==> config.mk <==
export PLATFORM = sky130hd
export DESIGN_NAME = dmem_rd_arbiter
export DESIGN_NICKNAME = d
export VERILOG_FILES = /design/src/rtl/dmem_rd_arbiter.sv
export SDC_FILE = /design/constraint.sdc
export NUM_CORES = 1
export LEC_CHECK = 0
export BUFFER_PORTS_ARGS = -buffer_cell sky130_fd_sc_hd__buf_2
export CORE_AREA = 2 2 190 192
export CTS_BUF_LIST = sky130_fd_sc_hd__clkbuf_2
export DETAILED_ROUTE_END_ITERATION = 8
export DIE_AREA = 0 0 192 194
export PLACE_DENSITY = 0.58
export SLEW_MARGIN = 5
export SYNTH_ARGS = -nofsm -noshare
export SYNTH_HDL_FRONTEND = slang
export SYNTH_SLANG_ARGS = --single-unit
==> constraint.sdc <==
create_clock -name clk -period 1.8 [get_ports clk]
set_clock_uncertainty 0.15 [all_clocks]
set_input_delay 0.27 -clock clk [delete_from_list [all_inputs] [get_ports clk]]
set_output_delay 0.27 -clock clk [all_outputs]
set_load 0.05 [all_outputs]
==> src/rtl/dmem_rd_arbiter.sv <==
// Round-robin two-port read arbiter with a registered response bus in front of the data-memory ROM.
// Optional range checking of requests is enabled by defining DMEM_ARB_BOUNDS_CHECK_EN.
module dmem_rd_arbiter #(
  parameter int S    = 32,
  parameter int V    = 192,
  parameter int SIZE = 30000
) (
  input  logic         clk,
  input  logic         rst,
  input  logic         req0,
  input  logic         req1,
  input  logic [S-1:0] addr0,
  input  logic [S-1:0] addr1,
  input  logic         vec0,
  input  logic         vec1,
  output logic         gnt0,
  output logic         gnt1,
  output logic         rvalid0,
  output logic         rvalid1,
  output logic [V-1:0] rdata,
  output logic         rerr,
  output logic         rom_isVector,
  output logic [S-1:0] rom_address,
  input  logic [V-1:0] rom_rd
);

  localparam int NW = V / S;

  logic         last_p1;
  logic         vld0_p1;
  logic         vld1_p1;
  logic         err_p1;
  logic [V-1:0] data_p1;

  logic         any_gnt;
  logic [S-1:0] sel_addr;
  logic         sel_vec;
  logic         oor;

`ifdef DMEM_ARB_BOUNDS_CHECK_EN
  // Last word address is formed one bit wider so an address carry-out counts as out of range.
  function automatic logic out_of_range(input logic [S-1:0] a, input logic v);
    logic [S:0] last_word;
    last_word = {1'b0, a} + (v ? (S+1)'(NW - 1) : (S+1)'(0));
    return last_word > (S+1)'(SIZE - 1);
  endfunction
`endif

  // Stage p0: combinational arbitration and ROM drive
  always_comb begin
    gnt0     = !rst && req0 && (!req1 || last_p1);
    gnt1     = !rst && req1 && (!req0 || !last_p1);
    any_gnt  = gnt0 || gnt1;
    sel_addr = gnt1 ? addr1 : addr0;
    sel_vec  = gnt1 ? vec1  : vec0;
`ifdef DMEM_ARB_BOUNDS_CHECK_EN
    oor      = any_gnt && out_of_range(sel_addr, sel_vec);
`else
    oor      = 1'b0;
`endif
    rom_address  = (any_gnt && !oor) ? sel_addr : '0;
    rom_isVector = any_gnt && !oor && sel_vec;
  end

  // Stage p1: registered response and priority pointer
  always_ff @(posedge clk) begin
    if (rst) begin
      last_p1 <= 1'b1;
      vld0_p1 <= 1'b0;
      vld1_p1 <= 1'b0;
      err_p1  <= 1'b0;
      data_p1 <= '0;
    end else begin
      vld0_p1 <= gnt0;
      vld1_p1 <= gnt1;
      err_p1  <= oor;
      if (gnt0)
        last_p1 <= 1'b0;
      else if (gnt1)
        last_p1 <= 1'b1;
      if (any_gnt)
        data_p1 <= oor ? '0 : rom_rd;
    end
  end

  assign rvalid0 = vld0_p1;
  assign rvalid1 = vld1_p1;
  assign rerr    = err_p1;
  assign rdata   = data_p1;

endmodule

==> results of run 1 <==
-- logic make-up after synthesis --
kind of cell           share of synthesized area, %
AOI/OAI and AO/OA                              25.0
and+or+nand+nor                                23.8
DFF                                            43.8
buffers and inverters                          7.28
other                                        0.0421
-- synthesized netlist by cell type (all sizes together), types with 2 or more instances --
cell	count
nor2	2
a21oi	192
nand2b	66
nor3	2
clkbuf	90
o32ai	33
o21ai	192
buf	37
dfxtp	195
or3b	192
-- through the flow --
step	hold WS, ns	instances	utilization, %	worst slack (ns)	setup TNS (ns)
floorplan	0.281	1006	-	-0.0842	-0.876
global placement	0.383	1870	35.4	0.0680	0
detailed placement	0.383	1870	35.4	0.0509	0
==> impl_metrics.env, run 1 <==
export IMPL_run_status="did not finish"
export IMPL_lastStage="4_1_cts"
export IMPL_error="[ERROR RSZ-0060] Max buffer count reached."
export IMPL_holdBufCountCts=384
export IMPL_dp_final_hpwl_mm=22.1
export IMPL_synth_edff_count=0
export IMPL_cts_buffers=17
export IMPL_placed_area_mm2=0.0125
export IMPL_synth_seq_area_share_pct=43.8
export IMPL_synth_seq_cells=195
export IMPL_yosys_top_cells_area="dfxtp_1, or3b_1, a21oi_1, o21ai_0, nand2b_1"
export IMPL_die_w_um=192
export IMPL_io_pins=492
export IMPL_cts_buffer_depth=2
export IMPL_die_y_um=194
export IMPL_synthArstFlopShare_pct=0
export IMPL_synth_top_area_share_pct=43.8
export IMPL_netlist_area_mm2=0.00890
export IMPL_clkSinkCount=195
export IMPL_synth_nets=1268
export IMPL_ctsHtreeMaxLevel=4
export IMPL_yosysWarnings=0
export IMPL_synthFlopType="dfxtp_1"
export IMPL_fp_row_count=69
export IMPL_synth_top_cell_by_area="dfxtp_1"
export IMPL_cts_resized=798
export IMPL_routabilityCongestion=0.913
export IMPL_initial_core_util_pct=25.3
export IMPL_synth_avg_cell_area_um2=8.85
export IMPL_ys_types=20
export IMPL_io_buffers=490
export IMPL_cts_root_buf="clkbuf_2"
export IMPL_postSynthCellCount=1006
export IMPL_postCtsSetupBuffers=2
==> run 2: changes to the inputs <==
--- a/config.mk
+++ b/config.mk
@@ -6,11 +6,10 @@
 export NUM_CORES = 1
 export LEC_CHECK = 0
 export BUFFER_PORTS_ARGS = -buffer_cell sky130_fd_sc_hd__buf_2
-export CORE_AREA = 2 2 190 192
-export CTS_BUF_LIST = sky130_fd_sc_hd__clkbuf_2
+export CORE_AREA = 2 2 192 194
 export DETAILED_ROUTE_END_ITERATION = 8
-export DIE_AREA = 0 0 192 194
-export PLACE_DENSITY = 0.58
+export DIE_AREA = 0 0 194 196
+export PLACE_DENSITY_LB_ADDON = 0.15
 export SLEW_MARGIN = 5
 export SYNTH_ARGS = -nofsm -noshare
 export SYNTH_HDL_FRONTEND = slang
==> run 2 against run 1 <==
  * The flow now finishes, with violations (negative setup slack)
  * Synthesized cell count did not move
  * Area after synthesis did not move
==> impl_metrics.env, run 2 <==
export IMPL_totalWireLength_mm=34.8
export IMPL_rr_worst_depth=3
export IMPL_placed_area_mm2=0.0123
export IMPL_vias_per_cell=4.63
export IMPL_arrival_ns=1.58
export IMPL_n_fill_cell=3566
export IMPL_timing_slew_headroom_pct=63.7
export IMPL_dp_final_hpwl_mm=23.4
export IMPL_multi_input_area_mm2=0.00498
export IMPL_cts_buffer_depth=2
export IMPL_grt_max_degree=131
export IMPL_final_area_mm2=0.0151
export IMPL_io_pins=492
export IMPL_synthArstFlopShare_pct=0
export IMPL_fin_cells=2087
export IMPL_final_antenna_net_count=0
export IMPL_cp_start_kind="flop"
export IMPL_postSynthCellCount=1006
export IMPL_synth_commonest_cells="dfxtp_1, a21oi_1, o21ai_0, or3b_1, clkbuf_1"
export IMPL_criticalPathCategory="reg2out"
export IMPL_groute_usage_overall_pct=17.5
export IMPL_finalCritPeriodShare_pct=111
export IMPL_die_y_um=196
export IMPL_drc=0
export IMPL_fmax_ghz=0.501
export IMPL_initial_core_util_pct=24.7
export IMPL_netlist_area_mm2=0.00890
export IMPL_synth_avg_cell_area_um2=8.85
export IMPL_ys_types=20
export IMPL_vias=9655
export IMPL_synth_seq_cells=195
export IMPL_grt_remaining_overflow=0
export IMPL_vdd_ir_drop_max_mv=0.655
export IMPL_synth_seq_area_share_pct=43.8
export IMPL_path_clk_slew_ns=0.08
export IMPL_synth_nets=1268
export IMPL_die_w_um=194
export IMPL_regArea_mm2=0.00391
export IMPL_endpoint="rom_address[0]"
export IMPL_drive_gt1_share_pct=36.7
export IMPL_power_w=0.0120
export IMPL_yosysMostFrequentCell="dfxtp_1"
export IMPL_routabilityCongestion=0.835
export IMPL_largest_register_ffs=192
export IMPL_setup_viol=35
export IMPL_run_status="finished with violations"
export IMPL_cp_max_fo=14
export IMPL_synth_top_cell_by_area="dfxtp_1"
export IMPL_setup_ws_ns=-0.195
export IMPL_die_area_mm2=0.0380
export IMPL_yosys_top_cells_area="dfxtp_1, or3b_1, a21oi_1, o21ai_0, nand2b_1"
export IMPL_required_ns=1.38
export IMPL_syn2layout_area_growth_pct=70.0
export IMPL_startpoint="last_p1$_SDFFE_PP1P_"
export IMPL_worst_pin_slew_ns=0.545
export IMPL_yosysWarnings=0
export IMPL_final_common_cell="buf_2"
export IMPL_r2r_end="rvalid0$_SDFF_PP0_"
export IMPL_p_leak_nw=6.23
export IMPL_cts_tree="done"
export IMPL_final_cell_mix="buf_2, dfxtp_1, o21ai_0, a21oi_1"
export IMPL_grt_pass1_vias=9731
export IMPL_final_max_slew_violation_count=0
export IMPL_maxCapViolCount=0
export IMPL_hold_viol=0
export IMPL_core_area_mm2=0.0361
export IMPL_final_nets=1869
export IMPL_synthFlopType="dfxtp_1"
export IMPL_cts_buffers=17
export IMPL_postCtsSetupBuffers=0
export IMPL_hp_class="in2reg"
export IMPL_avgRoutedWirePerCell_um=16.7
export IMPL_clkSinkCount=195
export IMPL_drtIter0Drc=324
export IMPL_end_kind="output port"
export IMPL_finalCriticalPeriod_ns=2.00
export IMPL_place_inst=1865
export IMPL_n_antenna_cell=0
export IMPL_grt_pass1_wl_mm=53.7
export IMPL_rsz0062_at_grt="true"
export IMPL_power_density_mw_per_mm2=795
export IMPL_violations="negative setup slack"
export IMPL_cts_root_buf="clkbuf_16"
export IMPL_ctsHtreeMaxLevel=4
export IMPL_r2r_start="last_p1$_SDFFE_PP1P_"
export IMPL_fp_row_count=70
export IMPL_clk_latency_ns=0.45
export IMPL_dpl_worst_slack_ns=0.0571
export IMPL_drt_first_pass_iters=4
export IMPL_synth_top_area_share_pct=43.8
export IMPL_io_buffers=490
export IMPL_reg2reg_setup_slack_ns=0.63
export IMPL_synth_edff_count=0
export IMPL_antenna_found_initial=0
==> run 2: cell counts after synthesis <==
Identical to the previous run, type by type.
==> run 2: critical path, stage by stage, from the launching register on <==
cell and delay [ns]:
dfxtp_2 0.35, a21bo_4 0.26, buf_12 0.18, o32ai_4 0.12, buf_6 0.20
==> run 2: stage by stage <==
stage / utilization [%] / TNS (ns) / hold slack (ns)
after global placement: 34.2 / 0 / 0.384
after CTS: 41.7 / -6.66 / 0.00432
after floorplan: - / -0.876 / 0.281
after detailed placement: 34.2 / 0 / 0.386
final: 42.0 / -5.89 / 0.0155
after global routing: 42.0 / -8.30 / 0.0107
==> run 2: final cells by class <==
cell class / instances / share of cell area, %
inverter: 1 / 0.0744
timing repair buffer: 709 / 33.4
clock buffer: 21 / 3.11
sequential: 195 / 25.8
multi-input combinational: 683 / 32.9
clock inverter: 10 / 0.818
tap: 468 / 3.87
==> run 2: cell families after synthesis <==
kind of cell / synth area share, %
buffers and inverters: 7.28
AO/OA/AOI/OAI: 25.0
AND/OR/NAND/NOR: 23.8
flip-flops: 43.8
other: 0.0421
==> run 2: where the power goes <==
part	total [W]	internal, W	switching [W]
Clock	0.00398	0.00217	0.00181
Combinational	0.00336	0.00124	0.00213
Sequential	0.00470	0.00458	0.000115
==> run 2: worst min path at each step <==
| stage | start | endpoint | slack [ns] | depth (start not counted) |
|---|---|---|---|---|
| final | rom_rd[149] | rdata[149]$_SDFFE_PP0P_ | 0.02 | 3 |
| after global routing | rom_rd[176] | rdata[176]$_SDFFE_PP0P_ | 0.01 | 3 |
| after CTS | rom_rd[2] | rdata[2]$_SDFFE_PP0P_ | 0.004 | 3 |
| after detailed placement | rdata[7]$_SDFFE_PP0P_ | rdata[7]$_SDFFE_PP0P_ | 0.39 | 2 |
| after global placement | rdata[132]$_SDFFE_PP0P_ | rdata[132]$_SDFFE_PP0P_ | 0.38 | 2 |
| after floorplan | rom_rd[174] | rdata[174]$_SDFFE_PP0P_ | 0.28 | 2 |
==> run 2: what timing repair did <==
action                                  4_1_cts  5_1_grt
endpoints found under the hold margin       187        1
endpoints found under the setup margin       35       35
hold buffers                                187        1
gates resized for setup                      72        2
gates cloned                                  0        3
==> run 2: layer usage <==
metal / track usage, % / vias to the layer above / routed length, µm
met5: 0 / - / 0
met4: 5.81 / 0 / 753
met3: 5.31 / 36 / 2170
met2: 28.9 / 303 / 16400
met1: 21.7 / 4457 / 15500
li1: - / 4859 / -
Power figures use the tool's default switching activity.
==> run 3: changes to the inputs <==
--- a/config.mk
+++ b/config.mk
@@ -6,10 +6,11 @@
 export NUM_CORES = 1
 export LEC_CHECK = 0
 export BUFFER_PORTS_ARGS = -buffer_cell sky130_fd_sc_hd__buf_2
+export CAP_MARGIN = 40
 export CORE_AREA = 2 2 192 194
 export DETAILED_ROUTE_END_ITERATION = 8
 export DIE_AREA = 0 0 194 196
-export PLACE_DENSITY_LB_ADDON = 0.15
+export PLACE_DENSITY = 0.61
 export SLEW_MARGIN = 5
 export SYNTH_ARGS = -nofsm -noshare
 export SYNTH_HDL_FRONTEND = slang
==> run 3 against run 2 <==
  * Flip-flop and latch count unchanged
  * Final cell count rose by 0.43%
  * Maximum frequency increased by 1.2%
  * Register-to-register slack better by 0.02 ns
  * Cell area down 0.34%
  * Largest power group unchanged
  * Critical path depth unchanged
  * Global-route usage shrank 0.62 points
  * First-iteration DRC count is 20% higher
  * Sequential share of layout area increased by 0.088 points
  * The flow still finishes with violations (negative setup slack)
  * Die area is the same
==> impl_metrics.env, run 3 (same netlist as run 2, synthesis figures left out) <==
export IMPL_run_status="finished with violations"
export IMPL_violations="negative setup slack"
export IMPL_rsz0062_at_grt="true"
export IMPL_setup_ws_ns=-0.172
export IMPL_grt_pass1_wl_mm=52.5
export IMPL_grt_pass1_vias=9793
export IMPL_setup_viol=35
export IMPL_final_antenna_net_count=0
export IMPL_arrival_ns=1.55
export IMPL_required_ns=1.38
export IMPL_regArea_mm2=0.00391
export IMPL_die_y_um=196
export IMPL_path_delay_family="buffers and inverters"
export IMPL_clk_latency_ns=0.45
export IMPL_drtIter0Drc=388
export IMPL_cts_tree="done"
export IMPL_end_kind="output port"
export IMPL_die_w_um=194
export IMPL_grt_max_degree=109
export IMPL_multi_input_area_mm2=0.00495
export IMPL_cp_cell_sequence="nor2b_4 > buf_12 > o32ai_4 > buf_6"
export IMPL_path_clk_slew_ns=0.07
export IMPL_p_comb_share_pct=28.1
export IMPL_cts_root_buf="clkbuf_16"
export IMPL_crit_cells=4
export IMPL_final_area_mm2=0.0151
export IMPL_fmax_ghz=0.507
export IMPL_totalWireLength_mm=33.2
export IMPL_max_stage_delay_ns=0.35
export IMPL_power_density_mw_per_mm2=787
export IMPL_final_common_cell="buf_2"
export IMPL_cts_buffers=17
export IMPL_worst_pin_slew_ns=0.519
export IMPL_cp_num_buf_inv=2
export IMPL_clock_power_share_pct=32.2
export IMPL_drc=0
export IMPL_vias=9939
export IMPL_cp_start_kind="flop"
export IMPL_syn2layout_area_growth_pct=69.4
export IMPL_dp_final_hpwl_mm=22.0
export IMPL_vias_per_cell=4.74
export IMPL_p_leak_nw=6.24
export IMPL_initial_core_util_pct=24.7
export IMPL_internal_power_w=0.00767
export IMPL_ctsHtreeMaxLevel=4
export IMPL_finalCriticalPeriod_ns=1.97
export IMPL_die_area_mm2=0.0380
export IMPL_maxCapViolCount=0
export IMPL_p_sw_share_pct=35.4
export IMPL_hold_depth=3
export IMPL_largest_register_ffs=192
export IMPL_p_switching_w=0.00420
export IMPL_final_cell_mix="buf_2, dfxtp_1, o21ai_0, a21oi_1, or3b_1"
export IMPL_rr_worst_depth=3
export IMPL_timing_slew_headroom_pct=65.4
export IMPL_core_area_mm2=0.0361
export IMPL_criticalPathCategory="reg2out"
export IMPL_drt_first_pass_iters=4
export IMPL_finalCritPeriodShare_pct=110
export IMPL_drive_gt1_share_pct=37.3
export IMPL_hold_viol=0
export IMPL_antenna_found_initial=0
export IMPL_io_buffers=490
export IMPL_fp_row_count=70
export IMPL_avgRoutedWirePerCell_um=15.8
export IMPL_placed_area_mm2=0.0124
export IMPL_n_fill_cell=3421
export IMPL_clkSinkCount=195
export IMPL_fin_util_pct=41.8
export IMPL_groute_usage_overall_pct=16.9
export IMPL_routabilityCongestion=0.989
export IMPL_vdd_ir_drop_max_mv=0.644
export IMPL_io_pins=492
export IMPL_p_seq_share_pct=39.7
export IMPL_grt_remaining_overflow=0
export IMPL_final_nets=1877
export IMPL_cp_max_fo=16
export IMPL_critPathSlowestCell="dfxtp_2"
export IMPL_hp_class="in2reg"
export IMPL_n_antenna_cell=0
export IMPL_cts_buffer_depth=2
export IMPL_final_max_slew_violation_count=0
## run 3: cell count changes in the layout (fill, tap and decap cells not counted), sizes merged
cell | before | now
buf | 517 | 530
bufinv | 2 | 0
clkbuf | 25 | 19
clkinv | 4 | 3
clkinvlp | 2 | 4
dlygate4sd3 | 188 | 185
inv | 3 | 9
## run 3: final timing paths
| check | start | end | slack, ns |
|---|---|---|---|
| max | last_p1$_SDFFE_PP1P_ | rom_address[28] | -0.17 |
| min | rom_rd[182] | rdata[182]$_SDFFE_PP0P_ | 0.02 |
| max reg2reg | last_p1$_SDFFE_PP1P_ | rvalid0$_SDFF_PP0_ | 0.65 |
| min reg2reg | last_p1$_SDFFE_PP1P_ | last_p1$_SDFFE_PP1P_ | 0.38 |
## run 3: metal layers
layer | wire length, µm | share of wire, % | GRT usage, %
met1 | 14400 | 43 | 21.2
met2 | 15600 | 47 | 27.5
met3 | 2350 | 7.1 | 4.90
met4 | 810 | 2.4 | 6.12
met5 | 0 | 0 | 0
## run 3: power groups by stage
stage	clock network (W)	logic, W	registers (W)
final	0.00383	0.00334	0.00471
after floorplan	0	0.00117	0.00572
after detailed placement	0	0.00292	0.00480
after CTS	0.00399	0.00332	0.00470
after global routing	0.00413	0.00353	0.00474
after global placement	0	0.00290	0.00479
## run 3: layout make-up
cell class | count | area share (%)
Inverter | 1 | 0.0746
Multi-Input combinational cell | 683 | 32.8
Sequential cell | 195 | 25.9
Tap cell | 468 | 3.88
Clock inverter | 15 | 1.05
Clock buffer | 17 | 2.82
Timing Repair Buffer | 717 | 33.5
## run 3: per-stage QoR
stage | hold WS, ns | instances | TNS, ns | total power [W] | setup WS, ns
after floorplan | 0.281 | 1006 | -0.876 | 0.00689 | -0.0842
after global placement | 0.383 | 1879 | 0 | 0.00769 | 0.0931
after detailed placement | 0.385 | 1879 | 0 | 0.00772 | 0.0683
after CTS | 0.00234 | 2095 | -6.71 | 0.0120 | -0.218
after global routing | 0.0318 | 2096 | -7.56 | 0.0124 | -0.248
final | 0.0236 | 2096 | -5.02 | 0.0119 | -0.172
## run 3: repair_timing
action	CTS	global route
endpoints found under the setup margin	35	35
gates cloned	0	0
hold endpoints to repair	184	1
resized for setup	72	0
buffers inserted	0	0
hold buffers	184	1
## run 3: worst min-delay path, stage by stage
cell and delay [ns]:
buf_2 0.10, o21ai_0 0.12, a21oi_1 0.08
